$ cat config.mk
export PLATFORM = sky130hd
export DESIGN_NAME = crossbar_nxm
export DESIGN_NICKNAME = d
export VERILOG_FILES = /design/src/rtl/crossbar_pkg.sv /design/src/rtl/crossbar_rr_arbiter.sv /design/src/rtl/crossbar_nxm.sv
export SDC_FILE = /design/constraint.sdc
export NUM_CORES = 1
export LEC_CHECK = 0
export CORE_AREA = 4 4 152 154
export CTS_BUF_LIST = sky130_fd_sc_hd__clkbuf_4
export DETAILED_ROUTE_END_ITERATION = 8
export DIE_AREA = 0 0 156 158
export GPL_ROUTABILITY_DRIVEN = 0
export MAX_ROUTING_LAYER = met4
export PLACE_DENSITY = 0.59
export SYNTH_ARGS = -nofsm -noshare
export SYNTH_HDL_FRONTEND = slang
export SYNTH_SLANG_ARGS = --single-unit
export TNS_END_PERCENT = 10
$ cat constraint.sdc
create_clock -name clk -period 2.3 [get_ports clk]
set_input_delay 0.46 -clock clk [delete_from_list [all_inputs] [get_ports clk]]
set_output_delay 0.46 -clock clk [all_outputs]
set_load 0.01 [all_outputs]
$ cat src/rtl/crossbar_pkg.sv
// crossbar_pkg: shared command encodings, slave FSM states and width helper for the crossbar
package crossbar_pkg;
    localparam logic CMD_READ = 1'b0;
    localparam logic CMD_WRITE = 1'b1;
    typedef enum logic {IDLE, BUSY} state_t;
    function automatic int clog2(input int n);
        int r;
        r = 0;
        while ((1 << r) < n) r++;
        return r;
    endfunction
endpackage

$ cat src/rtl/crossbar_rr_arbiter.sv
// rr_arbiter: picks the first requester after the last served index, wrapping modulo N
module rr_arbiter
    import crossbar_pkg::*;
#(
    parameter int N = 2,
    parameter int IW = clog2(N)
) (
    input  logic [N-1:0]  req,
    input  logic [IW-1:0] last,
    output logic [IW-1:0] grant,
    output logic          valid
);
    always_comb begin
        grant = '0;
        valid = 1'b0;
        // scan from the far end so the nearest requester after last overwrites the rest
        for (int k = N; k >= 1; k--) begin
            if (req[(int'(last) + k) % N]) begin
                grant = IW'((int'(last) + k) % N);
                valid = 1'b1;
            end
        end
    end
endmodule

$ cat src/rtl/crossbar_nxm.sv
// crossbar_nxm: N-master x M-slave req/ack crossbar with a round-robin arbiter per slave
module crossbar_nxm
    import crossbar_pkg::*;
#(
    parameter int N_MASTERS = 2,
    parameter int N_SLAVES = 2,
    parameter int AW = 32,
    parameter int DW = 32,
    parameter int SSW = clog2(N_SLAVES)
) (
    input  logic                    clk,
    input  logic                    rst,
    input  logic [N_MASTERS-1:0]    master_req,
    input  logic [N_MASTERS-1:0]    master_cmd,
    input  logic [N_MASTERS*AW-1:0] master_addr,
    input  logic [N_MASTERS*DW-1:0] master_wdata,
    output logic [N_MASTERS*DW-1:0] master_rdata,
    output logic [N_MASTERS-1:0]    master_ack,
    output logic [N_SLAVES-1:0]     slave_req,
    output logic [N_SLAVES-1:0]     slave_cmd,
    output logic [N_SLAVES*AW-1:0]  slave_addr,
    output logic [N_SLAVES*DW-1:0]  slave_wdata,
    input  logic [N_SLAVES*DW-1:0]  slave_rdata,
    input  logic [N_SLAVES-1:0]     slave_ack
);
    localparam int MW = clog2(N_MASTERS);
    state_t               state_q [N_SLAVES];
    state_t               state_d [N_SLAVES];
    logic [MW-1:0]        grant_q [N_SLAVES];
    logic [MW-1:0]        grant_d [N_SLAVES];
    logic [MW-1:0]        last_q [N_SLAVES];
    logic [MW-1:0]        last_d [N_SLAVES];
    logic [MW-1:0]        arb_grant [N_SLAVES];
    logic [N_MASTERS-1:0] tgt [N_SLAVES];
    logic [N_SLAVES-1:0]  arb_valid;
    logic [N_SLAVES-1:0]  busy;

    always_comb begin
        for (int j = 0; j < N_SLAVES; j++) begin
            for (int i = 0; i < N_MASTERS; i++) begin
                tgt[j][i] = master_req[i] && master_addr[i*AW + AW - 1 -: SSW] == SSW'(j);
            end
        end
    end

    for (genvar g = 0; g < N_SLAVES; g++) begin : g_arb
        rr_arbiter #(.N(N_MASTERS), .IW(MW)) u_arb (
            .req   (tgt[g]),
            .last  (last_q[g]),
            .grant (arb_grant[g]),
            .valid (arb_valid[g])
        );
    end

    always_comb begin
        for (int j = 0; j < N_SLAVES; j++) begin
            state_d[j] = state_q[j];
            grant_d[j] = grant_q[j];
            last_d[j] = last_q[j];
            if (state_q[j] == IDLE && arb_valid[j]) begin
                state_d[j] = BUSY;
                grant_d[j] = arb_grant[j];
            end else if (state_q[j] == BUSY && slave_ack[j]) begin
                state_d[j] = IDLE;
                last_d[j] = grant_q[j];
            end
        end
    end

    always_ff @(posedge clk) begin
        for (int j = 0; j < N_SLAVES; j++) begin
            if (rst) begin
                state_q[j] <= IDLE;
                grant_q[j] <= '0;
                last_q[j] <= MW'(N_MASTERS - 1);
            end else begin
                state_q[j] <= state_d[j];
                grant_q[j] <= grant_d[j];
                last_q[j] <= last_d[j];
            end
        end
    end

    // outputs are forced quiet while rst is high so a stray slave_ack cannot leak through
    always_comb begin
        for (int j = 0; j < N_SLAVES; j++) begin
            busy[j] = !rst && state_q[j] == BUSY;
            slave_req[j] = busy[j];
            slave_cmd[j] = busy[j] ? master_cmd[grant_q[j]] : CMD_READ;
            slave_addr[j*AW +: AW] = busy[j] ? master_addr[grant_q[j]*AW +: AW] : '0;
            slave_wdata[j*DW +: DW] = busy[j] ? master_wdata[grant_q[j]*DW +: DW] : '0;
        end
    end

    always_comb begin
        master_ack = '0;
        master_rdata = '0;
        for (int i = 0; i < N_MASTERS; i++) begin
            for (int j = 0; j < N_SLAVES; j++) begin
                master_ack[i] = master_ack[i] | (busy[j] && grant_q[j] == MW'(i) && slave_ack[j]);
                master_rdata[i*DW +: DW] = master_rdata[i*DW +: DW]
                    | ({DW{busy[j] && grant_q[j] == MW'(i) && slave_ack[j]}} & slave_rdata[j*DW +: DW]);
            end
        end
    end
endmodule
Yosys cells after proc, flatten, opt, wreduce, memory -nomap -nowiden
Memory sizes are Yosys's and may differ from the RTL's.
Index checks and enable logic that the tools add are counted.

word-level totals
  flip-flop bits (word level) = 0
  input port bits = 200
  memories = 3
  bits in writable memories = 6

memory list
  name     words  bits a word  read ports  clocked after memory_dff  write ports  RTL line            RTL
  grant_q  2      1            2           0                         2            crossbar_nxm.sv:29  logic [MW-1:0] grant_q [N_SLAVES];
  last_q   2      1            2           0                         2            crossbar_nxm.sv:31  logic [MW-1:0] last_q [N_SLAVES];
  state_q  2      1            2           0                         2            crossbar_nxm.sv:27  state_t state_q [N_SLAVES];

cells by class
  reductions and logical operators = 19
  bitwise logic cells = 24
  muxes and demuxes = 49
  $lt $le $gt $ge = 6
  shift operators = 4
  add/subtract/negate cells = 4

operator list
  kind                   count
  $shiftx A64 B7 Y32     4
  $and A32 B32 Y32       4
  $mux W32               4
  $or A32 B32 Y32        2
  $mux W1                45
  $logic_and A1 B1 Y1    18
  $lt A2 B3 Y1 const B   4
  $or A1 B1 Y1           8
  $not A1 Y1             6
  $add A1 B1 Y1 const B  4
  $and A1 B1 Y1 const A  4
  $lt A1 B2 Y1 const B   2
  $logic_not A1 Y1       1

Logic depth before layout (Yosys ltp)
  depth after elaboration = 10
  gate-level depth with buffers = 5
  gate-level depth less buffers = 2

Modules after synthesis
Synthesis repeated with hierarchy kept, for this count alone.

unflattened totals
  cells, all modules = 407
  area, all modules = 2940.3 um^2

by module, submodules not included
  module        cells an instance  sequential area each (um^2)  instances  area each (um^2)
  crossbar_nxm  403                130.1                        1          2912.8
  rr_arbiter    2                  0.0                          2          13.8

Worst setup path after synthesis
Ideal clock, no wire load.

  path kind = in2out
  start = in rst
  end = out master_rdata[10]
  slack = 0.646 ns
  data arrival time = 1.194 ns
  buffers on the path = 2
  stages on the path = 4
  cells stage by stage = and4bb_1 > buf_2 > buf_2 > a22o_1

on the way
  cells in the longest elaborated chain, start to end = 6
  elaborated cells on any way between the ends = 10
  those cells by class = 3 x bitwise; 7 x reduce/logical

ends and longest elaborated chain
  what                              RTL line             RTL
  from (decl)                       crossbar_nxm.sv:12   input logic rst,
  $logic_not A1 Y1 (*)              crossbar_nxm.sv:87   busy[j] = !rst && state_q[j] == BUSY;
  $logic_and A1 B1 Y1               crossbar_nxm.sv:87
  $logic_and A1 B1 Y1 (2 in a row)  crossbar_nxm.sv:102  | ({DW{busy[j] && grant_q[j] == MW'(i) && slave_ack[j]}} & slave_rdata[j*DW +: DW]);
  $and A32 B32 Y32                  crossbar_nxm.sv:102
  $or A32 B32 Y32 (*)               crossbar_nxm.sv:102
  to (decl)                         crossbar_nxm.sv:17   output logic [N_MASTERS*DW-1:0] master_rdata,

Mark *: on every way between the ends. The rest lies on a longest branch, timed or not.

Worst setup path in the final report
  start = in rst
  end = out slave_addr[14]

on the way
  cells in the longest elaborated chain, start to end = 3

ends and longest elaborated chain
  what                 RTL line            RTL
  $logic_not A1 Y1     crossbar_nxm.sv:87
  $logic_and A1 B1 Y1  crossbar_nxm.sv:87
  $mux W32             crossbar_nxm.sv:90  slave_addr[j*AW +: AW] = busy[j] ? master_addr[grant_q[j]*AW +: AW] : '0;
  to (decl)            crossbar_nxm.sv:21  output logic [N_SLAVES*AW-1:0] slave_addr,

No other way between the ends.

==> impl_metrics.ini <==
[grt]
grt_start_max_net_pins = 51
antenna_found_initial = 1
grtUsageTotal_pct = 13.42
grt_pass1_wl_microns = 25520
grt_overflow = 0
grt_pass1_vias = 4645

[timing]
relSlewSlack_pct = 82.56
tightest_slew_ns = 0.2543
period_needed_ns = 2.260
grt_setup_unrepaired = yes
clock_skew_ns = 0.00008493
hold_viol = 0
timing.fmax_ghz = 0.4425
whs_ns = 0.5461
period_share_pct = 98.25
fin_setup_tns_ns = 0
setup_viol = 0
slew_violations = 0

[hold_path]
min-delay-path-class = reg2reg

[cells_and_area]
areaGrowthSynthToFinish_pct = 150.0
fin_util_pct = 34.06
seqCellArea_sq_um = 137.6
fill_cells = 2359
final_area_sq_mm = 0.007387
drive_gt1_share_pct = 4.598
multiInputGateArea_sq_mm = 0.002580
final_nets = 984
layout.cells.non_filler = 1064

[power_and_ir_drop]
leakage_nw = 4.020
power.density_mw_per_mm2 = 188.0
peakVddDrop_mv = 0.08293

[die]
start_util_pct = 13.63
die_h_microns = 158
io_pins = 398
core.rowCount = 54
core_sq_mm = 0.02169
die-area_sq_mm = 0.02465
dieWidth_microns = 156

[critical_path]
critical_path_arrival_ns = 1.80
reg2reg_slack_ns = 1.11
cp.required_ns = 1.84
cp-start-kind = input port
end_kind = output port
cp_slowest_stage_delay_ns = 0.55
crit_fanout = 50
cp_cell_sequence = clkdlybuf4s15_2, nand2b_2, buf_12, nor2_1, clkdlybuf4s50_1
crit_type = in2out
crit_slowest_cell = clkdlybuf4s50_1

[outcome]
status = complete, no violations

[job]
drv_cap = 0

[clock_tree]
cts_tree = built
cts_sinks = 6
htree_num_levels = 1
cts_root_buffer = clkbuf_4
cts_setup_buffers = 0
cts_made_buffers = 3
insertion_delay_ns = 0.25
clkTransAtPathRegs_ns = 0.05
cts_buffer_depth = 2

[place]
placed_cell_area_sq_mm = 0.007328
numPlacedInstances = 1057
io_buffers = 397
dp_hpwl_microns = 14480

[route]
postRouteAntennaNets = 0
vias = 4574
via_per_inst = 4.299
drt_iter0_markers = 204
routed_wl_microns = 18030
drt-wirelength-per-cell_microns = 16.95
drc_errors = 0
firstDrtPassIters = 4

[synth]
yosys_warnings = 0
yosysSeqAreaShare_pct = 4.403
synth_seq_cells = 6
avgSynthCellArea_sq_um = 7.261
postSynthCellCount = 407
synth_cell_types = 26
synth_nets = 607
netlist_area_sq_mm = 0.002955
## critical path, delay by kind of cell
kind | cells | cell delay, ns
buffers and inverters | 3 | 0.97
and+or+nand+nor | 2 | 0.34
## cells by family after synthesis
| group | Yosys count | share of synthesized area (%) |
|---|---|---|
| buf+inv | 50 | 8.891 |
| simple gates | 148 | 21.42 |
| mux | 130 | 44.03 |
| compound gates | 73 | 21.25 |
| flops | 6 | 4.403 |
## layout make-up
| class | instances | area share [%] |
|---|---|---|
| antenna | 1 | 0.03388 |
| clock buffer | 4 | 0.4065 |
| inverter | 3 | 0.1524 |
| multi-input combinational | 351 | 34.93 |
| sequential | 6 | 1.863 |
| tap | 280 | 4.743 |
| timing repair buffer | 419 | 57.88 |
## sequential cells by signal, indices dropped and copies added (netlist names)
signal	cells
last_q	2
grant_q	2
state_q	2
## per-layer routing
metal	global-route usage, %	share of wire (%)	vias to the layer above
li1	-	-	2235
met1	14.16	37	2059
met2	24.53	51	248
met3	3.390	8.9	32
met4	4.293	2.6	0
met5	-	0	-
## power breakdown
group	internal [mW]	leakage, nW	switching, mW
clock	0.0778	0.0184	0.0433
sequential	0.116	0.0525	0.00976
combinational	0.671	3.95	0.471
total	0.865	4.02	0.524
## path summary, 6_finish.rpt
path                    from  cells after the start             end
setup / recovery         rst                      5  slave_addr[14]
hold / removal     last_q[0]                      2      grant_q[0]
setup reg to reg  state_q[0]                      3      grant_q[0]
hold reg to reg    last_q[0]                      2      grant_q[0]
## synthesized netlist by cell type
library cell / n / area, sq um
mux2i_1: 130 / 1301
o31a_1: 1 / 8.760
buf_6: 1 / 11.26
nor2_1: 130 / 488.0
inv_2: 2 / 7.510
buf_4: 7 / 52.55
dfxtp_1: 5 / 100.1
clkbuf_1: 6 / 22.52
a21oi_1: 3 / 15.01
buf_2: 33 / 165.2
inv_1: 1 / 3.750
a22o_1: 64 / 560.5
o32a_1: 1 / 10.01
nor2b_1: 3 / 18.77
and4bb_1: 2 / 25.02
a32oi_1: 1 / 8.760
edfxtp_1: 1 / 30.03
or4b_1: 2 / 20.02
nand2b_1: 3 / 18.77
a21o_1: 1 / 7.510
nand2_1: 1 / 3.750
or2_1: 3 / 18.77
a21boi_1: 1 / 7.510
nor4bb_1: 2 / 20.02
and4b_1: 2 / 20.02
a311o_1: 1 / 10.01
## metrics by stage
step           total power [mW]  setup WS, ns
2_1_floorplan            0.5869        0.6457
3_3_place_gp              1.338       -0.6151
3_5_place_dp              1.337       -0.6044
4_1_cts                   1.412       -0.1725
5_1_grt                   1.484     -0.005735
6_report                  1.389       0.04036
## what timing repair did
action / 4_1_cts / 5_1_grt
endpoints found under the setup margin: 198 / 51
gates cloned: 2 / 0
hold buffers: 0 / 0
resized for setup: 145 / 50
pin swaps: 2 / 0
## layout by cell type (no fill, tap or decap), types with 2 or more instances in the layout
cell / n
dfxtp_4: 2
a22o_1: 64
mux2i_1: 130
buf_4: 9
clkdlybuf4s50_1: 212
buf_12: 11
nor2b_1: 3
inv_2: 2
clkbuf_4: 4
nand2b_2: 2
or4b_1: 2
nor2_1: 129
dlygate4sd2_1: 134
dlymetal6s2s_1: 48
dfxtp_1: 3
or2_1: 3
clkdlybuf4s15_1: 2
nor4bb_1: 2
a21oi_1: 3
Note: power is estimated with default switching activity, not from simulation.
